**src/rtl/axis_frame_arbiter_if.sv**
```systemverilog
// Bundle of PORTS AXI-stream inputs and the single merged AXI-stream output.
// Handshake: a beat transfers on a rising clk edge where tvalid and tready are both 1; a source holds its beat until accepted.
interface axis_frame_arbiter_if #(
   parameter int PORTS      = 4,
   parameter int DATA_WIDTH = 8
);
   logic [PORTS*DATA_WIDTH-1:0] input_axis_tdata;
   logic [PORTS-1:0]            input_axis_tvalid;
   logic [PORTS-1:0]            input_axis_tready;
   logic [PORTS-1:0]            input_axis_tlast;
   logic [PORTS-1:0]            input_axis_tuser;
   logic [DATA_WIDTH-1:0]       output_axis_tdata;
   logic                        output_axis_tvalid;
   logic                        output_axis_tready;
   logic                        output_axis_tlast;
   logic                        output_axis_tuser;

   // Sources and sink side (stimulus / surrounding fabric).
   modport master (
      output input_axis_tdata, input_axis_tvalid, input_axis_tlast, input_axis_tuser,
      output output_axis_tready,
      input  input_axis_tready,
      input  output_axis_tdata, output_axis_tvalid, output_axis_tlast, output_axis_tuser
   );

   // Arbiter side.
   modport slave (
      input  input_axis_tdata, input_axis_tvalid, input_axis_tlast, input_axis_tuser,
      input  output_axis_tready,
      output input_axis_tready,
      output output_axis_tdata, output_axis_tvalid, output_axis_tlast, output_axis_tuser
   );
endinterface

```
**src/rtl/axis_frame_arbiter.sv**
```systemverilog
// Frame-granular round-robin arbiter: merges PORTS AXI streams into one registered
// output stream, holding each grant from the first beat through the tlast beat.
module axis_frame_arbiter #(
   parameter int PORTS      = 4,
   parameter int DATA_WIDTH = 8,
   parameter int IDX_WIDTH  = $clog2(PORTS)
) (
   input  logic                 clk,
   input  logic                 rst,
   axis_frame_arbiter_if.slave  bus,
   output logic                 grant_valid,
   output logic [IDX_WIDTH-1:0] grant_index
);

   typedef enum logic [0:0] {
      IDLE = 1'b0,
      BUSY = 1'b1
   } state_t;

   state_t                state, state_next;
   logic [IDX_WIDTH-1:0]  grant_q, grant_next;
   logic [IDX_WIDTH-1:0]  last_grant, last_grant_next;
   logic [IDX_WIDTH-1:0]  arb_sel;
   logic                  arb_hit;
   logic [DATA_WIDTH-1:0] out_data, out_data_next;
   logic                  out_valid, out_valid_next;
   logic                  out_last, out_last_next;
   logic                  out_user, out_user_next;
   logic                  load;
   logic                  accept;
   logic [PORTS-1:0]      ready;

   // Round-robin scan starting just above the last served port, wrapping at PORTS-1.
   always_comb begin
      int idx;
      logic [IDX_WIDTH-1:0] cand;
      arb_sel = '0;
      arb_hit = 1'b0;
      idx     = 0;
      cand    = '0;
      for (int i = 1; i <= PORTS; i++) begin
         idx  = (32'(last_grant) + i) % PORTS;
         cand = idx[IDX_WIDTH-1:0];
         if (!arb_hit && bus.input_axis_tvalid[cand]) begin
            arb_sel = cand;
            arb_hit = 1'b1;
         end
      end
   end

   // The output register can take a new beat when it is empty or being drained.
   assign load   = bus.output_axis_tready | ~out_valid;
   assign accept = (state == BUSY) & bus.input_axis_tvalid[grant_q] & load;

   always_comb begin
      ready = '0;
      if (state == BUSY) begin
         ready[grant_q] = load;
      end
   end

   always_comb begin
      state_next      = state;
      grant_next      = grant_q;
      last_grant_next = last_grant;
      out_data_next   = out_data;
      out_valid_next  = out_valid;
      out_last_next   = out_last;
      out_user_next   = out_user;

      if (load) begin
         out_valid_next = accept;
         if (accept) begin
            out_data_next = bus.input_axis_tdata[grant_q*DATA_WIDTH +: DATA_WIDTH];
            out_last_next = bus.input_axis_tlast[grant_q];
            out_user_next = bus.input_axis_tuser[grant_q];
         end
      end

      case (state)
         IDLE: begin
            if (arb_hit) begin
               grant_next = arb_sel;
               state_next = BUSY;
            end
         end
         BUSY: begin
            if (accept && bus.input_axis_tlast[grant_q]) begin
               last_grant_next = grant_q;
               state_next      = IDLE;
            end
         end
         default: state_next = IDLE;
      endcase
   end

   always_ff @(posedge clk or posedge rst) begin
      if (rst) begin
         state      <= IDLE;
         grant_q    <= '0;
         last_grant <= IDX_WIDTH'(PORTS - 1);
         out_data   <= '0;
         out_valid  <= 1'b0;
         out_last   <= 1'b0;
         out_user   <= 1'b0;
      end else begin
         state      <= state_next;
         grant_q    <= grant_next;
         last_grant <= last_grant_next;
         out_data   <= out_data_next;
         out_valid  <= out_valid_next;
         out_last   <= out_last_next;
         out_user   <= out_user_next;
      end
   end

   // grant_valid is the FSM state itself, so it doubles as the state observation point.
   assign grant_valid            = (state == BUSY);
   assign grant_index            = grant_q;
   assign bus.input_axis_tready  = ready;
   assign bus.output_axis_tdata  = out_data;
   assign bus.output_axis_tvalid = out_valid;
   assign bus.output_axis_tlast  = out_last;
   assign bus.output_axis_tuser  = out_user;

endmodule

```
**src/flat_wrapper.sv**
```systemverilog
// flat-port wrapper written by rule: the top's interface ports become plain ports
module axis_frame_arbiter_flat 
#(
   parameter int PORTS      = 4,
   parameter int DATA_WIDTH = 8,
   parameter int IDX_WIDTH  = $clog2(PORTS)
)
  (clk, rst, grant_valid, grant_index, bus_input_axis_tdata, bus_input_axis_tvalid, bus_input_axis_tlast, bus_input_axis_tuser, bus_output_axis_tready, bus_input_axis_tready, bus_output_axis_tdata, bus_output_axis_tvalid, bus_output_axis_tlast, bus_output_axis_tuser);
  axis_frame_arbiter_if #(.PORTS(PORTS), .DATA_WIDTH(DATA_WIDTH)) bus_i ();
  input  logic clk;
  input  logic rst;
  output logic grant_valid;
  output logic [IDX_WIDTH-1:0] grant_index;
  input wire logic [$bits(bus_i.input_axis_tdata)-1:0] bus_input_axis_tdata;
  input wire logic [$bits(bus_i.input_axis_tvalid)-1:0] bus_input_axis_tvalid;
  input wire logic [$bits(bus_i.input_axis_tlast)-1:0] bus_input_axis_tlast;
  input wire logic [$bits(bus_i.input_axis_tuser)-1:0] bus_input_axis_tuser;
  input wire logic [$bits(bus_i.output_axis_tready)-1:0] bus_output_axis_tready;
  output wire logic [$bits(bus_i.input_axis_tready)-1:0] bus_input_axis_tready;
  output wire logic [$bits(bus_i.output_axis_tdata)-1:0] bus_output_axis_tdata;
  output wire logic [$bits(bus_i.output_axis_tvalid)-1:0] bus_output_axis_tvalid;
  output wire logic [$bits(bus_i.output_axis_tlast)-1:0] bus_output_axis_tlast;
  output wire logic [$bits(bus_i.output_axis_tuser)-1:0] bus_output_axis_tuser;
  assign bus_i.input_axis_tdata = bus_input_axis_tdata;
  assign bus_i.input_axis_tvalid = bus_input_axis_tvalid;
  assign bus_i.input_axis_tlast = bus_input_axis_tlast;
  assign bus_i.input_axis_tuser = bus_input_axis_tuser;
  assign bus_i.output_axis_tready = bus_output_axis_tready;
  assign bus_input_axis_tready = bus_i.input_axis_tready;
  assign bus_output_axis_tdata = bus_i.output_axis_tdata;
  assign bus_output_axis_tvalid = bus_i.output_axis_tvalid;
  assign bus_output_axis_tlast = bus_i.output_axis_tlast;
  assign bus_output_axis_tuser = bus_i.output_axis_tuser;
  axis_frame_arbiter #(.PORTS(PORTS), .DATA_WIDTH(DATA_WIDTH), .IDX_WIDTH(IDX_WIDTH)) u_core (.clk(clk), .rst(rst), .bus(bus_i), .grant_valid(grant_valid), .grant_index(grant_index));
endmodule
```
**config.mk**
```make
export PLATFORM = sky130hd
export DESIGN_NAME = axis_frame_arbiter_flat
export DESIGN_NICKNAME = d
export VERILOG_FILES = /design/src/rtl/axis_frame_arbiter_if.sv /design/src/rtl/axis_frame_arbiter.sv /design/src/flat_wrapper.sv
export SDC_FILE = /design/constraint.sdc
export NUM_CORES = 1
export LEC_CHECK = 0
export BUFFER_PORTS_ARGS = -buffer_cell sky130_fd_sc_hd__buf_4
export CAP_MARGIN = 10
export CORE_MARGIN = 4
export CORE_UTILIZATION = 45
export DETAILED_ROUTE_END_ITERATION = 8
export PLACE_DENSITY = 0.8
export SLEW_MARGIN = 0
export SYNTH_ARGS = -nofsm -noshare
export SYNTH_HDL_FRONTEND = slang
export SYNTH_SLANG_ARGS = --single-unit
export TNS_END_PERCENT = 10
```
**constraint.sdc**
```tcl
create_clock -name clk -period 2.89 [get_ports clk]
set_clock_uncertainty 0.2 [all_clocks]
set_input_delay 0.289 -clock clk [delete_from_list [all_inputs] [get_ports clk]]
set_output_delay 0.289 -clock clk [all_outputs]
set_load 0.01 [all_outputs]
```
==> results_dict.tcl, run 1 <==
set metrics [dict create \
    syn_inst 76 \
    max_stage_delay_ns 0.59 \
    crit_path_cell_trace "buf_4, mux4_2, nand3_4, mux2_2" \
    vias 896 \
    slew_headroom_pct 59.74 \
    p_leak_nw 0.7420 \
    drtIter0Drc 26 \
    rsz0062_at_grt "no" \
    async_flop_share_pct 100.0 \
    cpMaxStageDelayCell "mux4_2" \
    grt_pass1_vias 986 \
    synth-seq-cells 16 \
    syn_nets 123 \
    grt_max_degree 18 \
    status "complete, no violations" \
    cts_buffers 3 \
    cts.hold.buffers_added 1 \
    grt-ovfl-total 0 \
    finalHoldViolCount 0 \
    holdWs_ns 0.1374 \
    drive_gt1_share_pct 67.61 \
    clk_pin_slew_ns 0.10 \
    route.detailed.drc 0 \
    antenna_cells 0 \
    fin_crit_sh_pct 69.85 \
    worst_pin_slew_ns 0.6033 \
    synth_warnings 0 \
    ios 65 \
    antenna_found_initial 0 \
    drtAntennaViolNets 0 \
    grt_pass1_wl_mm 4.643 \
    fin_crit_ns 2.019 \
    netlist_top_cells_area "dfrtp_1 (34%), mux4_2 (22%), mux2_2 (12%)" \
    wl_met2_mm 1.486 \
    holdCritPathClass "in -> reg" \
    cts_setup_buffers 0 \
    min_path_cells 3 \
    total_power_w 0.001436 \
    yosysSeqAreaShare_pct 39.51 \
    grt_usage_pct 18.43 \
    clock_latency_ns 0.28 \
    wl_per_cell_um 16.03 \
    die_y_um 55.61 \
    worstHoldEndpoint "u_core.grant_index[1]$_DFFE_PP0P_" \
    synth_cell_types 28 \
    crit_fanout 17 \
    cp.arrival_ns 1.98 \
    vias_per_cell 5.302 \
    wl_met3_um 213 \
    fmax_mhz 495.4 \
    seqCellArea_um2 402.9 \
    nNetsFinal 190 \
    dr.pass1.iters 4 \
    post-place-ws_ns 0.8820 \
    synth_top_area_share_pct 34.36 \
    crit_start "u_core.grant_index[1]$_DFFE_PP0P_" \
    cts-root-buf "clkbuf_4" \
    synth_common_cells "dfrtp_1 (14), mux2_2 (11), mux4_2 (10), nand2_1 (4), nor2_1 (4)" \
    top_layer "met3" \
    synth_top_cell_by_area "dfrtp_1" \
    syn_to_final_growth_pct 51.90 \
    avgSynthCellArea_um2 13.42 \
    critical_path_class "reg -> reg" \
    placementRows 16 \
    die_w_um 55.61 \
    fin_ws_ns 0.8713 \
    htreeDepth 1 \
    setup.worst_path.end_class "flop" \
    synth_edf_count 0 \
    cts_tree "yes" \
    cts_buffer_depth 2 \
    drv_slew 0 \
    syn_area_um2 1020 \
    fin_setup_tns_ns 0 \
    crit_path_start_kind "flop" \
    totalWireLength_mm 2.709 \
    gp_congestion 0.8236 \
    fillCellCount 152 \
    core_area_um2 2062 \
    fin_util_pct 75.12 \
    drv_cap 0 \
    r2r-start "u_core.grant_index[1]$_DFFE_PP0P_" \
    critPathBufInv 1 \
    hold_start "bus_input_axis_tvalid[2]" \
    r2r_cells 4 \
    cp.required_ns 2.85 \
    rrSetupSlack_ns 0.87 \
    port_buffers 64 \
    die_area_um2 3092 \
    powerDensity_nw_per_um2 927.3 \
    wl_met1_mm 1.009 \
    dp_hpwl_mm 2.297 \
    ir_drop_mv 0.6777 \
    initial_utilization_pct 49.45 \
    cts_resized 0 \
    setup_violations 0 \
    cp_top_family "multiplexers" \
    cts_sinks 16 \
    timing.rr.end "u_core.bus.output_axis_tdata[3]$_DFFE_PP0P_" \
    multi_input_area_um2 569.3 \
    synth_ff_type "dfrtp_1" \
    synth.most_common_cell "dfrtp_1" \
]
[kinds of logic (layout without fill, tap and decap cells)]
group | Yosys count | count (layout) | share of synthesized area [%]
and+or+nand+nor | 21 | 21 | 12.52
muxes | 23 | 23 | 37.79
buffers and inverters | 8 | 74 | 4.662
AOI/OAI and AO/OA | 8 | 8 | 5.522
DFF | 16 | 16 | 39.51
[metrics by stage]
stage                     std cells  instance area [um2]
after floorplan                  76                 1020
after global placement          164                 1513
after detailed placement        164                 1513
after CTS                       169                 1549
after global routing            169                 1549
final                           169                 1549
[power breakdown]
part | total (W) | internal (W) | switching [W]
Combinational | 0.000860 | 0.000513 | 0.000347
Clock | 0.000120 | 0.0000534 | 0.0000670
Sequential | 0.000456 | 0.000350 | 0.000106
[how the worst max path moves through the flow]
stage	end	cells past startpoint	slack, ns
2_1_floorplan	u_core.bus.output_axis_tdata[0]$_DFFE_PP0P_	4	1.0
3_3_place_gp	u_core.bus.output_axis_tuser$_DFFE_PP0P_	3	0.92
3_5_place_dp	u_core.bus.output_axis_tdata[3]$_DFFE_PP0P_	4	0.88
4_1_cts	u_core.bus.output_axis_tdata[3]$_DFFE_PP0P_	4	0.86
5_1_grt	u_core.bus.output_axis_tuser$_DFFE_PP0P_	3	0.79
6_report	u_core.bus.output_axis_tdata[3]$_DFFE_PP0P_	4	0.87
[layout make-up]
class | count | area share (%)
inverter | 3 | 0.7270
timing repair buffer | 67 | 32.63
multi-input combinational | 52 | 36.75
tap | 27 | 2.181
sequential | 16 | 26.01
clock buffer | 4 | 1.696
[state kept, by name, summed over array words and instances (netlist names)]
signal and cells:
u_core.grant_index 2, u_core.bus.output_axis_tlast 1, u_core.bus.output_axis_tvalid 1, u_core.last_grant 2, u_core.grant_valid 1, u_core.bus.output_axis_tdata 8, u_core.bus.output_axis_tuser 1
[layer usage]
metal | up-vias | global-route usage (%)
met1 | 438 | 21.10
met4 | 0 | 2.083
li1 | 423 | -
met3 | 0 | 4.872
met2 | 35 | 34.97
met5 | - | 0
[cells in the final DEF, fill, tap and decap left out, types with 2 or more instances in the layout]
master and count:
o21ai_0 2, dfstp_2 2, nor3_1 3, clkbuf_4 3, a21oi_1 2, buf_4 66, mux4_2 10, nor2_1 4
mux2_2 11, nand2b_1 2, dfrtp_1 14, nand2_1 4, inv_1 3
[worst register-to-register path: cells and delay by family, from the launching register on]
kind | cells | cell delay (ns)
multiplexers | 2 | 0.95
flip-flops | 1 | 0.33
buffers and inverters | 1 | 0.23
AND/OR/NAND/NOR | 1 | 0.19
(Power assumes the default switching activity.)
==> run 2: changes to the inputs <==
CORE_UTILIZATION = 42   (was 45)
PLACE_DENSITY = 0.75   (was 0.8)
clock period = 2.12 ns   (was 2.89 ns; I/O delays follow)
==> run 2 against run 1 <==
  * Sequential cell count did not move
  * Register-to-register slack worse by 0.54 ns
  * Non-clock buffer count rose by 1
  * Clock power increased by 69%
  * Largest power group unchanged
==> results_dict.tcl, run 2 (same netlist as run 1, synthesis figures left out) <==
set metrics [dict create \
    grt_pass1_wl_mm 4.823 \
    grt_pass1_vias 1023 \
    crit_start "u_core.grant_index[1]$_DFFE_PP0P_" \
    r2r_cells 3 \
    htreeDepth 1 \
    clk_pin_slew_ns 0.10 \
    hold_start "bus_input_axis_tvalid[2]" \
    fin_setup_tns_ns 0 \
    grt_max_degree 17 \
    status "complete, no violations" \
    route.detailed.drc 0 \
    initial_utilization_pct 45.23 \
    clock_latency_ns 0.28 \
    wl_per_cell_um 15.80 \
    cts_resized 0 \
    ir_drop_mv 0.7478 \
    die_w_um 57.28 \
    gp_congestion 0.8494 \
    cts_sinks 16 \
    p_leak_nw 0.7526 \
    critical_path_class "reg -> reg" \
    drtIter0Drc 13 \
    die_area_um2 3280 \
    dp_hpwl_mm 2.203 \
    die_y_um 57.28 \
    core_area_um2 2255 \
    worst_pin_slew_ns 0.6011 \
    setup.worst_path.end_class "flop" \
    placementRows 17 \
    grt-ovfl-total 0 \
    fin_util_pct 69.53 \
    nNetsFinal 191 \
    drive_gt1_share_pct 68.53 \
    r2r-start "u_core.grant_index[1]$_DFFE_PP0P_" \
    drv_cap 0 \
    holdCritPathClass "in -> reg" \
    layout_common_cells "buf_4 (67), dfrtp_1 (14), mux2_2 (11), mux4_2 (10)" \
    totalWireLength_mm 2.701 \
    syn_to_final_growth_pct 53.74 \
    fin_cells 171 \
    antenna_found_initial 0 \
    placedCellCount 166 \
    dr.pass1.iters 4 \
    largest_reg_flops 8 \
    grt_usage_pct 18.68 \
    fin_crit_sh_pct 84.24 \
    vias 916 \
    cts_buffer_depth 2 \
    crit_path_start_kind "flop" \
    antenna_cells 0 \
    fillCellCount 166 \
    cts.hold.buffers_added 1 \
    crit_fanout 10 \
    cts_setup_buffers 0 \
    finalHoldViolCount 0 \
    cts_tree "yes" \
    layout_commonest_cell "buf_4" \
    port_buffers 64 \
    fin_crit_ns 1.786 \
    vias_per_cell 5.357 \
    ios 65 \
    drtAntennaViolNets 0 \
    slew_headroom_pct 59.88 \
    cts-root-buf "clkbuf_4" \
    rsz0062_at_grt "no" \
    min_path_cells 3 \
    cp.arrival_ns 1.77 \
    fmax_mhz 560.0 \
    drv_slew 0 \
    cts_buffers 3 \
    setup_violations 0 \
    powerDensity_nw_per_um2 1281 \
    cp.required_ns 2.10 \
]
## run 2: routing by layer
| metal | GRT usage (%) | wire length, um | vias to the layer above |
|---|---|---|---|
| met5 | 0 | 0 | - |
| met4 | 4.967 | 39 | 0 |
| met2 | 31.48 | 1352 | 47 |
| met1 | 23.51 | 1042 | 440 |
| li1 | - | - | 423 |
| met3 | 5.430 | 266 | 6 |
## run 2: report_power, final
part | switching [W] | internal (W) | total [W]
sequential | 0.000130 | 0.000478 | 0.000608
combinational | 0.000486 | 0.000710 | 0.00120
clock | 0.0000989 | 0.000104 | 0.000203
total | 0.000715 | 0.00129 | 0.00201
## run 2: worst paths after layout
path / end / slack (ns)
setup / recovery: u_core.bus.output_axis_tdata[2]$_DFFE_PP0P_ / 0.33
hold / removal: u_core.grant_index[1]$_DFFE_PP0P_ / 0.06
setup reg to reg: u_core.bus.output_axis_tdata[2]$_DFFE_PP0P_ / 0.33
hold reg to reg: u_core.bus.output_axis_tlast$_DFFE_PP0P_ / 0.30
max in group asynchronous: u_core.bus.output_axis_tvalid$_DFFE_PP0N_ / 0.97
min in group asynchronous: u_core.bus.output_axis_tdata[5]$_DFFE_PP0P_ / 0.36
## run 2: per-stage QoR
stage	instance area [um2]	hold WS [ns]	setup slack (ns)	total power, W
after detailed placement	1521	0.1294	0.3340	0.001832
final	1568	0.05650	0.3341	0.002008
after CTS	1568	0.05463	0.3132	0.002030
after global placement	1521	0.1132	0.3573	0.001808
after floorplan	1020	-0.07569	0.2259	0.001386
after global routing	1568	0.05608	0.1593	0.002175
## run 2: worst max-delay path, cell delays in order, from the launching register on
cell,delay (ns)
dfrtp_1,0.38
mux4_2,0.56
nand3_4,0.19
mux2_2,0.35
## run 2: layout make-up
class | instances | area [um2] | area share (%)
sequential | 16 | 402.9 | 25.70
inverter | 3 | 11.26 | 0.7183
timing repair buffer | 68 | 513.0 | 32.72
multi-input combinational | 52 | 569.3 | 36.31
clock buffer | 4 | 36.28 | 2.314
tap | 28 | 35.03 | 2.235
==> run 3: changes to the inputs <==
clock period = 1.9 ns   (was 2.12 ns; I/O delays follow)
==> run 3 against run 2 <==
  * Total power increased by 13%
  * Clock power increased by 11%
  * Non-clock buffer count increased by 1
  * Register-to-register slack got worse by 0.23 ns
  * Maximum frequency decreased by 0.72%
  * Worst setup slack got worse by 0.23 ns
  * Combinational power increased by 14%
  * Clock-buffer cell count unchanged
  * Die area unchanged
  * Routed wire length increased by 0.96%
  * Core utilization increased by 0.39 points
  * First-iteration DRC count increased by 92%
  * Critical path type unchanged
  * Critical endpoint is now u_core.bus.output_axis_tuser$_DFFE_PP0P_
==> results_dict.tcl, run 3 (same netlist as run 1, synthesis figures left out) <==
set metrics [dict create \
    status "complete, no violations" \
    grt_usage_pct 17.47 \
    clock_latency_ns 0.28 \
    syn_to_final_growth_pct 54.60 \
    dr.pass1.iters 4 \
    layout_common_cells "buf_4 (68), dfrtp_1 (13), mux2_2 (11), mux4_2 (10)" \
    ios 65 \
    cts-root-buf "clkbuf_4" \
    grt_pass1_wl_mm 4.519 \
    placementRows 17 \
    drtIter0Drc 25 \
    max_stage_delay_ns 0.56 \
    clk_pin_slew_ns 0.09 \
    fin_util_pct 69.92 \
    die_y_um 57.28 \
    layout_commonest_cell "buf_4" \
    initial_utilization_pct 45.23 \
    fin_crit_sh_pct 94.67 \
    htreeDepth 1 \
    cp.required_ns 1.87 \
    cts_sinks 16 \
    nNetsFinal 192 \
    fin_ws_ns 0.1012 \
    antenna_cells 0 \
    port_buffers 64 \
    holdWs_ns 0.03342 \
    post-place-ws_ns 0.08445 \
    setup_violations 0 \
    ir_drop_mv 0.8574 \
    drv_slew 0 \
    cpMaxStageDelayCell "mux4_2" \
    wl_per_cell_um 15.85 \
    fin_crit_ns 1.799 \
    grt_pass1_vias 951 \
    fin_setup_tns_ns 0 \
    largest_reg_flops 8 \
    gp_congestion 0.8923 \
    crit_path_start_kind "flop" \
    rsz0062_at_grt "no" \
    cts_buffers 3 \
    drive_gt1_share_pct 69.44 \
    cts_buffer_depth 2 \
    critical_path_class "reg -> reg" \
    crit_fanout 10 \
    grt_max_degree 17 \
    cts_tree "yes" \
    worst_pin_slew_ns 0.6217 \
    core_area_um2 2255 \
    powerDensity_nw_per_um2 1439 \
    die_w_um 57.28 \
    drtAntennaViolNets 0 \
    route.detailed.drc 0 \
    fmax_mhz 555.9 \
    totalWireLength_mm 2.727 \
    slew_headroom_pct 58.51 \
    finalHoldViolCount 0 \
    antenna_found_initial 0 \
    die_area_um2 3280 \
    vias_per_cell 5.331 \
    grt-ovfl-total 0 \
    drv_cap 0 \
    setup.worst_path.end_class "flop" \
    p_leak_nw 0.7562 \
    cp.arrival_ns 1.77 \
    holdCritPathClass "in -> reg" \
    crit_path_cell_trace "mux4_2, nand3_4, mux2_2" \
    vias 917 \
]
-- run 3: final timing paths --
path                                                          start                                        end  slack [ns]  cells after the start
max in group asynchronous                                       rst          u_core.grant_index[0]$_DFFE_PP0P_        0.72                      3
min in group asynchronous                                       rst  u_core.bus.output_axis_tvalid$_DFFE_PP0N_        0.34                      3
setup / recovery                  u_core.grant_index[1]$_DFFE_PP0P_   u_core.bus.output_axis_tuser$_DFFE_PP0P_        0.10                      3
hold / removal                             bus_input_axis_tvalid[2]          u_core.grant_index[1]$_DFFE_PP0P_        0.03                      3
setup reg to reg                  u_core.grant_index[1]$_DFFE_PP0P_   u_core.bus.output_axis_tuser$_DFFE_PP0P_        0.10                      3
hold reg to reg            u_core.bus.output_axis_tlast$_DFFE_PP0P_   u_core.bus.output_axis_tlast$_DFFE_PP0P_        0.30                      1
-- run 3: report_power, final --
part           internal [W]  switching, W  leakage [nW]
Clock              0.000117      0.000108        0.0210
Sequential         0.000536      0.000140         0.182
Combinational      0.000805      0.000563         0.553
Total               0.00146      0.000811         0.756
-- run 3: final cells by class --
| cell class | count | area (um2) |
|---|---|---|
| timing repair buffer | 69 | 520.5 |
| clock buffer | 4 | 36.28 |
| fill | 180 | 678.2 |
| sequential | 16 | 404.1 |
| multi-input combinational | 52 | 569.3 |
| tap | 28 | 35.03 |
| inverter | 3 | 11.26 |
-- run 3: what timing repair did --
item,4_1_cts,5_1_grt
resized for setup,0,1
setup endpoints to repair,0,3
endpoints found under the hold margin,14,0
setup buffers,0,0
hold buffers,1,0
-- run 3: routing by layer --
metal / vias to the layer above / wire [um] / part of all wire (%) / track usage, %
met5: - / 0 / 0 / 0
met4: 0 / 10 / 0.37 / 3.974
met3: 2 / 251 / 9.2 / 4.299
met2: 39 / 1392 / 51 / 30.18
met1: 449 / 1072 / 39 / 22.13
li1: 427 / - / - / -
-- run 3: critical path: cells and delay by family, from the launching register on --
family,cells,cell delay (ns)
muxes,2,0.92
DFF,1,0.38
and+or+nand+nor,1,0.19
-- run 3: per-stage QoR --
| step | instances | instance area [um2] | power [W] |
|---|---|---|---|
| 5_1_grt | 172 | 1577 | 0.002436 |
| 3_5_place_dp | 167 | 1529 | 0.002069 |
| 6_report | 172 | 1577 | 0.002269 |
| 2_1_floorplan | 76 | 1020 | 0.001547 |
| 4_1_cts | 172 | 1575 | 0.002294 |
| 3_3_place_gp | 167 | 1529 | 0.002025 |
